**config.mk**
```make
export PLATFORM = sky130hd
export DESIGN_NAME = multicycle_control_unit
export DESIGN_NICKNAME = d
export VERILOG_FILES = /design/src/rtl/multicycle_control_unit.sv
export SDC_FILE = /design/constraint.sdc
export NUM_CORES = 1
export LEC_CHECK = 0
export CAP_MARGIN = 20
export CORE_MARGIN = 4
export CORE_UTILIZATION = 30
export CTS_CLUSTER_SIZE = 25
export DETAILED_ROUTE_END_ITERATION = 8
export HOLD_SLACK_MARGIN = 0.02
export SLEW_MARGIN = 15
export SYNTH_ARGS = -nofsm -noshare
export SYNTH_HDL_FRONTEND = slang
export SYNTH_SLANG_ARGS = --single-unit
```
**constraint.sdc**
```tcl
create_clock -name clk -period 2.7 [get_ports clk]
set_input_delay 0.405 -clock clk [delete_from_list [all_inputs] [get_ports clk]]
set_output_delay 0.405 -clock clk [all_outputs]
set_load 0.01 [all_outputs]
```
**src/rtl/multicycle_control_unit.sv**
```systemverilog
// Multi-cycle control FSM that steps each instruction through FETCH/DECODE/EXEC/MEM/WB.
// It also handles the memory-ready wait, stall, traps and the retired-instruction count.
module multicycle_control_unit #(
   parameter int ALUOP_W     = 3,
   parameter int MEM_TIMEOUT = 16,
   parameter int CNT_W       = 32
) (
   input  logic               clk,
   input  logic               rst_n,
   input  logic [5:0]         opcode,
   input  logic               zero,
   input  logic               mem_ready,
   input  logic               stall,
   output logic [2:0]         state,
   output logic               pcWrite,
   output logic               irWrite,
   output logic               iorD,
   output logic               memRead,
   output logic               memWrite,
   output logic               regWrite,
   output logic               regDst,
   output logic               ALUsrc,
   output logic [ALUOP_W-1:0] ALUop,
   output logic               byteOperations,
   output logic               link,
   output logic               illegal,
   output logic               bus_error,
   output logic [CNT_W-1:0]   retired
);
   // state  | meaning
   // FETCH  | read instruction at PC, load IR and PC+4 on mem_ready
   // DECODE | latch opcode class, trap if illegal
   // EXEC   | ALU op; branches and jumps finish here
   // MEM    | load/store access at ALUout, wait for mem_ready
   // WB     | register file write
   // TRAP   | dead until reset
   typedef enum logic [2:0] {
      S_FETCH = 3'b000, S_DECODE = 3'b001, S_EXEC = 3'b010,
      S_MEM   = 3'b011, S_WB     = 3'b100, S_TRAP = 3'b101
   } state_t;

   typedef enum logic [3:0] {
      C_R, C_ADDI, C_SUBI, C_ANDI, C_ORI, C_SLTI, C_LW, C_LB,
      C_SW, C_SB, C_BEQ, C_BNE, C_J, C_JAL, C_ILL
   } cls_t;

   localparam int TW = $clog2(MEM_TIMEOUT + 1);

   function automatic cls_t decode_op(input logic [5:0] op);
      case (op)
         6'b000000: decode_op = C_R;
         6'b000010: decode_op = C_ADDI;
         6'b000011: decode_op = C_SUBI;
         6'b000100: decode_op = C_ANDI;
         6'b000101: decode_op = C_ORI;
         6'b000111: decode_op = C_SLTI;
         6'b001000: decode_op = C_LW;
         6'b001001: decode_op = C_LB;
         6'b010000: decode_op = C_SW;
         6'b010001: decode_op = C_SB;
         6'b100011: decode_op = C_BEQ;
         6'b100111: decode_op = C_BNE;
         6'b111000: decode_op = C_J;
         6'b111001: decode_op = C_JAL;
         default:   decode_op = C_ILL;
      endcase
   endfunction

   state_t        state_q, state_nx;
   cls_t          cls_q, cls_dec;
   logic [TW-1:0] tmo_q;
   logic          wait_fail, retire, trap_ill, trap_bus;
   logic          is_imm, is_mem, is_load, is_store, is_byte;
   logic [2:0]    alu_cls, alu3;

   assign state    = state_q;
   assign cls_dec  = decode_op(opcode);
   assign is_imm   = (cls_q == C_ADDI) || (cls_q == C_SUBI) || (cls_q == C_ANDI) ||
                     (cls_q == C_ORI)  || (cls_q == C_SLTI);
   assign is_load  = (cls_q == C_LW) || (cls_q == C_LB);
   assign is_store = (cls_q == C_SW) || (cls_q == C_SB);
   assign is_mem   = is_load || is_store;
   assign is_byte  = (cls_q == C_LB) || (cls_q == C_SB);
   // The access fails on the cycle the wait count would reach MEM_TIMEOUT.
   assign wait_fail = !mem_ready && (tmo_q == TW'(MEM_TIMEOUT - 1));

   always_comb begin
      case (cls_q)
         C_R:                  alu_cls = 3'b111;
         C_SUBI, C_BEQ, C_BNE: alu_cls = 3'b001;
         C_ANDI:               alu_cls = 3'b010;
         C_ORI:                alu_cls = 3'b011;
         C_SLTI:               alu_cls = 3'b100;
         default:              alu_cls = 3'b000;
      endcase
   end

   always_comb begin
      state_nx = state_q;
      retire   = 1'b0;
      trap_ill = 1'b0;
      trap_bus = 1'b0;
      if (!stall) begin
         case (state_q)
            S_FETCH: begin
               if (mem_ready) state_nx = S_DECODE;
               else if (wait_fail) begin
                  state_nx = S_TRAP;
                  trap_bus = 1'b1;
               end
            end
            S_DECODE: begin
               if (cls_dec == C_ILL) begin
                  state_nx = S_TRAP;
                  trap_ill = 1'b1;
               end else state_nx = S_EXEC;
            end
            S_EXEC: begin
               if (cls_q == C_R || is_imm) state_nx = S_WB;
               else if (is_mem)            state_nx = S_MEM;
               else begin
                  state_nx = S_FETCH;
                  retire   = 1'b1;
               end
            end
            S_MEM: begin
               if (mem_ready) begin
                  if (is_load) state_nx = S_WB;
                  else begin
                     state_nx = S_FETCH;
                     retire   = 1'b1;
                  end
               end else if (wait_fail) begin
                  state_nx = S_TRAP;
                  trap_bus = 1'b1;
               end
            end
            S_WB: begin
               state_nx = S_FETCH;
               retire   = 1'b1;
            end
            S_TRAP:  state_nx = S_TRAP;
            default: state_nx = S_FETCH;
         endcase
      end
   end

   always_comb begin
      pcWrite        = 1'b0;
      irWrite        = 1'b0;
      iorD           = 1'b0;
      memRead        = 1'b0;
      memWrite       = 1'b0;
      regWrite       = 1'b0;
      regDst         = 1'b0;
      ALUsrc         = 1'b0;
      byteOperations = 1'b0;
      link           = 1'b0;
      alu3           = 3'b000;
      case (state_q)
         S_FETCH: begin
            memRead = 1'b1;
            pcWrite = mem_ready;
            irWrite = mem_ready;
         end
         S_EXEC: begin
            ALUsrc = is_imm || is_mem;
            alu3   = alu_cls;
            case (cls_q)
               C_BEQ: pcWrite = zero;
               C_BNE: pcWrite = !zero;
               C_J:   pcWrite = 1'b1;
               C_JAL: begin
                  pcWrite  = 1'b1;
                  regWrite = 1'b1;
                  link     = 1'b1;
               end
               default: ;
            endcase
         end
         S_MEM: begin
            iorD           = 1'b1;
            ALUsrc         = 1'b1;
            memRead        = is_load;
            memWrite       = is_store;
            byteOperations = is_byte;
         end
         S_WB: begin
            regWrite       = 1'b1;
            regDst         = (cls_q == C_R);
            ALUsrc         = is_imm || is_mem;
            alu3           = alu_cls;
            byteOperations = (cls_q == C_LB);
         end
         default: ;
      endcase
      // Write/request strobes are suppressed while stalled and while reset is held.
      if (stall || !rst_n) begin
         pcWrite  = 1'b0;
         irWrite  = 1'b0;
         regWrite = 1'b0;
         memRead  = 1'b0;
         memWrite = 1'b0;
      end
      if (!rst_n) begin
         iorD           = 1'b0;
         regDst         = 1'b0;
         ALUsrc         = 1'b0;
         byteOperations = 1'b0;
         link           = 1'b0;
         alu3           = 3'b000;
      end
      ALUop       = '0;
      ALUop[2:0]  = alu3;
   end

   always_ff @(posedge clk or negedge rst_n) begin
      if (!rst_n) begin
         state_q   <= S_FETCH;
         cls_q     <= C_R;
         tmo_q     <= '0;
         illegal   <= 1'b0;
         bus_error <= 1'b0;
         retired   <= '0;
      end else if (!stall) begin
         state_q <= state_nx;
         if (state_q == S_DECODE) cls_q <= cls_dec;
         if (trap_ill) illegal   <= 1'b1;
         if (trap_bus) bus_error <= 1'b1;
         if (retire)   retired   <= retired + CNT_W'(1);
         if ((state_nx != state_q) && (state_nx == S_FETCH || state_nx == S_MEM))
            tmo_q <= '0;
         else if ((state_q == S_FETCH || state_q == S_MEM) && !mem_ready)
            tmo_q <= tmo_q + TW'(1);
      end
   end
endmodule

```
Word-level counts from Yosys, hierarchy flattened
Memories as Yosys holds them, arrays and structs flattened.
Index checks and enable logic that the tools add are counted.
- bits in latches: 0
- logic and storage cells: 113
- memories: 1
- bits of input ports: 11
- ROM bits: 256
- memory bits (writable): 0
- register bits: 46
- output and inout bits: 50
- memory list (memory ; depth ; bits a word ; read ports ; clocked after memory_dff ; write ports ; RTL line ; RTL):
    (name not given) ; 64 ; 4 ; 1 ; 0 ; 0 ; 50 ; case (op)
- $mul: 0
- bitwise operators: 1
- shift-type cells: 0
- equality and inequality tests: 22
- divide/modulo/power cells: 0
- $lt $le $gt $ge: 0
- reductions and logical operators: 32
- add/subtract/negate cells: 2
- multiplexer cells: 49
- operators by type and width (operator ; number):
    32-bit by 1-bit adder with 32-bit output, second input constant ; 1
    3-bit case mux with 5 select lines ; 2
    4-bit == test, second input constant ; 7
    1-bit two-way mux ; 28
    3-bit two-way mux ; 9
    4-bit by 3-bit == test with 1-bit output, second input constant ; 4
    1-bit logical OR ; 13
    5-bit two-way mux ; 2
    1-bit case mux with 2 select lines ; 5
    2-bit AND reduction ; 5
    3-bit by 2-bit == test with 1-bit output, second input constant ; 3
    4-bit by 2-bit == test with 1-bit output, second input constant ; 2
    3-bit == test, second input constant ; 2
    3-bit logical NOT ; 2
    1-bit case mux with 3 select lines ; 2
    2-bit OR reduction ; 3
    5-bit by 1-bit adder with 5-bit output, second input constant ; 1
    5-bit by 4-bit == test with 1-bit output, second input constant ; 1
    4-bit by 1-bit == test with 1-bit output, second input constant ; 1
    4-bit logical NOT ; 1
    3-bit by 1-bit == test with 1-bit output, second input constant ; 1
    1-bit logical AND ; 3
    1-bit logical NOT ; 3
    3-bit != test ; 1
    other kinds (4) ; 4

Depth between registers and ports, before layout
Gate-level depths: netlist (run 1).
- word-level depth: 14
- gate-level depth with buffers: 9
- mapped depth without buffers: 9

Least setup slack after synthesis (run 1)
OpenSTA, ideal clock, no wires.
- kind: flip-flop to output port
- from: reg state_q[0], in the netlist state[0]
- to: out ALUop[2]
- setup slack: 0.556 ns
- cell stages (with the launch flop): 7
- buffers on the path: 2
- required time: 2.295 ns
- data arrival time: 1.739 ns
- cell sequence: dfrtp_1 > clkbuf_2 > buf_2 > nor2_1 > nand2_1 > a211o_1 > nor4_1
- cells in the longest elaborated chain, start to end: 4
- elaborated cells between the ends (all ways): 5
- those cells by class: eq/ne: 2; mux: 2; reduce/logical: 1
- ends and longest elaborated chain (item ; RTL line ; RTL):
    start, declared ; 69 ; state_t state_q, state_nx;
    start signal, assigned ; 226 ; state_q <= state_nx;
    3-bit by 2-bit == test with 1-bit output / 3-bit == test (equally long branches) ; 160 ; case (state_q)
    2-bit OR reduction (no source line) * ; -- ;
    3-bit two-way mux * ; 160 ;
    3-bit two-way mux * ; 205 ; if (!rst_n) begin
    end, declared ; 23 ; output logic [ALUOP_W-1:0] ALUop,
Mark *: on every way between the ends. The rest lies on a longest branch, timed or not.

Final worst setup path (run 1)
- from: reg cls_q[3]
- to: out byteOperations
- cells in the longest elaborated chain, start to end: 4
- elaborated cells between the ends (all ways): 5
- those cells by class: eq/ne: 2; mux: 2; reduce/logical: 1
- ends and longest elaborated chain (item ; RTL line ; RTL):
    start, declared ; 70 ; cls_t cls_q, cls_dec;
    start signal, assigned ; 227 ; if (state_q == S_DECODE) cls_q <= cls_dec;
    4-bit by 3-bit == test with 1-bit output / 4-bit == test (equally long branches) ; 83, 193 ;
    1-bit logical OR ; 83 ; assign is_byte = (cls_q == C_LB) || (cls_q == C_SB);
    1-bit case mux with 2 select lines * ; 160 ;
    1-bit two-way mux * ; 205 ;
    end, declared ; 24 ; output logic byteOperations,
Marked as above.

==> summary.md, run 1 <==
| Metric | Value |
|---|---|
| Fillers | approximately 980 |
| Final Hold Fails | 0 |
| WP data required | roughly 2.3 ns |
| Syn. warnings | 0 |
| Post-DRT Antenna Nets | 0 |
| N_diodes | 0 |
| CTS tree | yes |
| Clk_skew | ~0.0070 ns |
| Final worst slack | ~0.14 ns |
| Row count | 36 |
| FF-to-FF Start | retired[10]$_DFFE_PN0P_ |
| Worst Tran Pin Value | 0.5603 ns |
| PortBufs | 60 |
| Reg clk slew, reported paths | around 0.090 ns |
| Die width | about 110 µm |
| Pins Over Slew Limit | 0 |
| Largest net degree at the start of global routing | 44 |
| Drt total wl | approximately 7300 µm |
| Final Cycle Share | a little over nine tenths |
| Synth unique cells | 63 |
| Average wire per standard cell | approximately 14 µm |
| Leading cell type in the layout, fill and taps excluded | clkdlybuf4s50_1 |
| Area grow syn2layout | 32.46% |
| Total negative setup slack | 0 ns |
| Initial Util | ~30% |
| CP Launch Type | flop |
| Gr usage total | 13.18% |
| DRC viols | 0 |
| Seq/Total Area, Yosys | between 30% and 40% |
| Synth Net Count | 337 |
| RePlAce Congestion | 0.8116 |
| Crit path DAT | ~2.2 ns |
| Worst hold slack | 0.09523 ns |
| Placed cell area | just under 4000 µm² |
| RSZ-0062 raised after global routing | no |
| CTS Root Cell | clkbuf_8 |
| Combinational share of power | a little under half |
| Tmin final | approximately 2.6 ns |
| #FFs+latches synth | between 40 and 50 |
| H-tree depth | 2 |
| R2r endpoint | retired[24]$_DFFE_PN0P_ |
| DR vias/cell | approximately 4.9 |
| Reg2reg path depth | 6 |
| Top FF cell, synth | dfrtp_1 |
| FF+latch area | 1154 µm² |
| Worst skew pair latency | around 0.30 ns |
| Layout cell share with drive strength beyond 1 | around 16% |
| Drt first-iter violations | 195 |
| Synth top area cells | dfrtp_1 38%, xnor2_1 8.8%, ha_1 3.8% |
| Internal power | around 1500 µW |
| Die ar. | between 10,000 and 15,000 µm² |
| Post-Syn Instances | about 320 |
| Rel. slew slack | just over 60% |
| Top Ports | 61 |
| Crit-path max FO | 10 |
| Status | finished clean |
| Number of synthesized flops with an enable pin | 0 |
| Synth async-reset ratio | 100.0% |
| Final Setup Violations | 0 |
| Fmax | between 0.3 and 0.4 GHz |
| # nets final | just over 400 |
| Worst setup EP type | primary output |
| Share of power burned in registers | between 30% and 40% |
| Clock network power share | around 17% |
| Die H | between 100 and 150 µm |
| Core ar. | between 9000 and 10,000 µm² |
| Detailed Place HPWL | 5664 µm |
| Hold WC Path Type | input port to asynchronous set/reset pin |
| Power per cell area | around 660 nW/µm² |
| CTS Hold Bufs | 0 |
| Cts bufs inserted | 5 |
| Global-route wire length before repair | 12,580 µm |
| Critical Setup Path Class | flop to primary output |
| Fin area | ~4000 µm² |
| Most frequent cells in the layout | 58 x clkdlybuf4s50_1, 44 x dfrtp_1, 30 x xnor2_1, 26 x nand2_1, 25 x buf_4 |
| Max_cap viols | 0 |
| Top cell type by total area after synthesis | dfrtp_1 |
| VDD IR-drop max | roughly 0.26 mV |
| Total power draw | 2610 µW |
| P_leak | 0.001627 µW |
| Number of global-route vias before repair | ~2,600 |
| CTS Buffer Depth | 2 |
| FF-to-FF setup slack | about 0.45 ns |
| Multi-input logic area | about 1700 µm² |
| Switching Fraction | 40.62% |
| Synthesized area | about 3000 µm² |
| Post-Syn Area per Cell | around 9.5 µm² |
| Clock sink total | between 40 and 50 |
| Via count | 2,597 |
| Setup WS pre-CTS | -0.09350 ns |
| Post-synth top area share | a little under two fifths |
| Net Sw Power | 1060 µW |
| Initial antenna violation count | 0 |
| Gr ovfl total | 0 |
| DR pass1 iterations | 4 |
## layout make-up
class / instances / share of cell area, %
Sequential cell: 46 / 29.00
Clock buffer: 5 / 1.730
Tap cell: 133 / 4.184
Inverter: 12 / 1.132
Clock inverter: 3 / 0.5977
Multi-Input combinational cell: 243 / 43.60
Timing Repair Buffer: 85 / 19.75
## logic make-up after synthesis
logic type	after synthesis	synth area share, %
buf+inv	28	4.292
compound gates	60	16.08
fa+ha+maj	9	3.750
simple gates	135	25.92
flops	46	38.33
mux	4	1.417
xor+xnor	35	10.21
## cell usage after synthesis, drive strengths merged, types with 3 or more instances
cell type,number
or2,3
or3,5
nand2b,3
clkbuf,6
nor4,8
xnor2,30
dfrtp,46
o211ai,3
nand3b,3
and2,3
nor3,10
nand2,26
nand4,11
inv,12
o21ai,15
a211oi,3
xor2,5
buf,10
ha,9
nor2,22
nor2b,4
a21oi,11
and3,10
nor4b,3
nand3,18
## how the worst max path moves through the flow
stage / startpoint / endpoint / depth (start not counted)
CTS: state[0]$_DFFE_PN0N_ / ALUop[2] / 5
finish: cls_q[3]$_DFFE_PN0P_ / byteOperations / 5
global placement: opcode[0] / tmo_q[3]$_DFFE_PN0P_ / 9
floorplan: state[0]$_DFFE_PN0N_ / ALUop[2] / 6
detailed placement: opcode[1] / tmo_q[3]$_DFFE_PN0P_ / 9
global route: state[2]$_DFFE_PN0N_ / ALUsrc / 6
## worst max-delay path, cell delays in order (launching register included)
cell and delay (ns):
dfrtp_1 0.49, nand3b_1 0.32, o21a_1 0.21, o22ai_1 0.13, and3_1 0.18, clkdlybuf4s50_1 0.53
## per-stage QoR
step | cells | utilization [%]
2_1_floorplan | 317 | -
3_3_place_gp | 519 | 39.58
3_5_place_dp | 519 | 39.58
4_1_cts | 527 | 40.53
5_1_grt | 527 | 40.69
6_report | 527 | 40.69
## per-layer routing
| metal | routed length, µm | up-vias | global-route usage [%] |
|---|---|---|---|
| li1 | - | 1290 | - |
| met1 | 3253 | 1234 | 17.41 |
| met4 | 87 | 0 | 3.427 |
| met5 | 0 | - | 0 |
| met3 | 400 | 8 | 2.328 |
| met2 | 3558 | 65 | 22.29 |
## power groups by stage
stage	registers (µW)	clock network, µW	logic (µW)
finish	973	439	1200
global route	1010	489	1340
CTS	972	460	1190
detailed placement	987	0	1190
global placement	976	0	1170
floorplan	925	0	815
## state kept, by name (all words and copies together) (netlist names)
register   flops
cls_q          4
bus_error      1
retired       32
illegal        1
state          3
tmo_q          5
## timing repair
action	4_1_cts	5_1_grt
setup endpoints to repair	0	4
setup buffers	0	0
gates resized for setup	0	5
No activity file was read; power rests on OpenSTA's default activity.
==> run 2: changes to the inputs <==
CELL_PAD_IN_SITES_DETAIL_PLACEMENT = 1   (was default)
CELL_PAD_IN_SITES_GLOBAL_PLACEMENT = 2   (was default)
PLACE_DENSITY_LB_ADDON = 0.1   (was default)
==> summary.md, run 2 (same netlist as run 1, synthesis figures left out) <==
| Metric | Value |
|---|---|
| Initial Util | a little under a third |
| Largest register by flop count | retired |
| CP Launch Type | flop |
| P_leak | ~0.0017 µW |
| CTS Buffer Depth | 2 |
| Drt total wl | approximately 8300 µm |
| Detailed Place HPWL | about 6500 µm |
| Largest net degree at the start of global routing | 38 |
| Clock sink total | 46 |
| Reg clk slew, reported paths | 0.09 ns |
| Most frequent cells in the layout | 58 x clkdlybuf4s50_1, 44 x dfrtp_1, 31 x buf_4, 30 x xnor2_1, 26 x nand2_1 |
| Reg2reg path depth | 8 |
| Max_cap viols | 0 |
| Final Cycle Share | between 90% and 100% |
| Placed cells | around 520 |
| Post-DRT Antenna Nets | 0 |
| Drt first-iter violations | 84 |
| Leading cell type in the layout, fill and taps excluded | clkdlybuf4s50_1 |
| CTS tree | yes |
| Global-route wire length before repair | 13,900 µm |
| Max FFs per register | 32 |
| Final Setup Violations | 0 |
| Status | finished clean |
| Total power draw | approximately 2700 µW |
| Hold WC Path Type | input port to asynchronous set/reset pin |
| Biggest regs | retired: 32 flops, tmo_q: 5 flops, cls_q: 4 flops |
| Pins Over Slew Limit | 0 |
| Die ar. | ~12,000 µm² |
| Power per cell area | approximately 670 nW/µm² |
| Fmax | between 0.3 and 0.4 GHz |
| Gr usage total | about 15% |
| Worst setup EP type | primary output |
| CTS Root Cell | clkbuf_8 |
| Gr ovfl total | 0 |
| FF-to-FF setup slack | roughly 0.48 ns |
| N_diodes | 0 |
| DR vias/cell | ~5.0 |
| Clk_skew | roughly 0.0047 ns |
| Final Hold Fails | 0 |
| Rel. slew slack | a little under two thirds |
| Number of global-route vias before repair | 2,700 |
| Non-filler instance count after layout | between 500 and 600 |
| Core ar. | around 10000 µm² |
| Critical Setup Path Class | flop to primary output |
| VDD IR-drop max | 0.3954 mV |
| Die width | 108.0 µm |
| # nets final | 420 |
| DR pass1 iterations | 4 |
| RSZ-0062 raised after global routing | no |
| Tmin final | roughly 2.6 ns |
| H-tree depth | 2 |
| Top Ports | between 60 and 70 |
| Initial antenna violation count | 0 |
| Area grow syn2layout | 34.79% |
| DRC viols | 0 |
| Die H | approximately 110 µm |
| Layout cell share with drive strength beyond 1 | between 10% and 20% |
| Crit-path max FO | 8 |
| Fillers | 1,172 |
| Via count | ~2,700 |
| Worst skew pair latency | roughly 0.3 ns |
| WP data required | roughly 2.3 ns |
| Row count | 36 |
| PortBufs | 60 |
| RePlAce Congestion | approximately 0.75 |
| R2r endpoint | tmo_q[3]$_DFFE_PN0P_ |
| FF-to-FF Start | tmo_q[1]$_DFFE_PN0P_ |
| Crit path DAT | 2.15 ns |
| Cts bufs inserted | 5 |
| Worst Tran Pin Value | roughly 0.54 ns |
| Average wire per standard cell | around 16 µm |
run 2: final cells by class:
class,instances,area [µm²],area share (%)
clock inverter,1,8.758,0.2164
timing repair buffer,92,837.1,20.68
inverter,12,45.04,1.113
multi-input combinational,243,1740,43.00
sequential,46,1154,28.50
clock buffer,7,96.34,2.380
tap,133,166.4,4.111
run 2: worst max path at each step:
stage / depth (start not counted) / to / start
floorplan: 6 / ALUop[2] / state[0]$_DFFE_PN0N_
global placement: 9 / tmo_q[3]$_DFFE_PN0P_ / opcode[1]
detailed placement: 9 / tmo_q[2]$_DFFE_PN0P_ / opcode[1]
CTS: 5 / byteOperations / cls_q[2]$_DFFE_PN0P_
global route: 5 / ALUop[1] / state[0]$_DFFE_PN0N_
finish: 6 / regWrite / state[0]$_DFFE_PN0N_
run 2: critical path, stage by stage (launching register included):
cell and delay [ns]:
dfrtp_1 0.46, inv_1 0.17, nand2_1 0.20, nor3_2 0.25, a21oi_1 0.08, nor2_1 0.13
clkdlybuf4s50_1 0.56
run 2: metrics by stage:
| step | setup TNS (ns) | hold WS (ns) | instance area (µm²) | util [%] | worst slack [ns] |
|---|---|---|---|---|---|
| final | 0 | 0.1470 | 4048 | 41.41 | 0.1488 |
| after CTS | 0 | 0.1431 | 4031 | 41.24 | 0.05158 |
| after global placement | -0.1347 | 0.2782 | 3906 | 39.96 | -0.04288 |
| after global routing | 0 | 0.1484 | 4048 | 41.41 | 0.006285 |
| after detailed placement | -0.4488 | 0.2800 | 3906 | 39.96 | -0.1069 |
| after floorplan | 0 | 0.1094 | 3003 | - | 0.5555 |
run 2: repair_timing:
action                                  CTS  global route
endpoints found under the hold margin     4             0
endpoints found under the setup margin    2             3
setup buffers                             0             1
resized for setup                         3             3
hold buffers                              1             0
pin swaps                                 0             1
run 2: layer usage:
layer | track usage [%] | vias up | routed length (µm)
met1 | 20.08 | 1303 | 4014
met4 | 2.976 | 0 | 66
met5 | 0 | - | 0
met3 | 2.687 | 5 | 305
met2 | 24.91 | 40 | 3954
li1 | - | 1306 | -
run 2: power breakdown:
group          switching, µW  internal [µW]
sequential               177            806
clock                    244            235
combinational            664            568
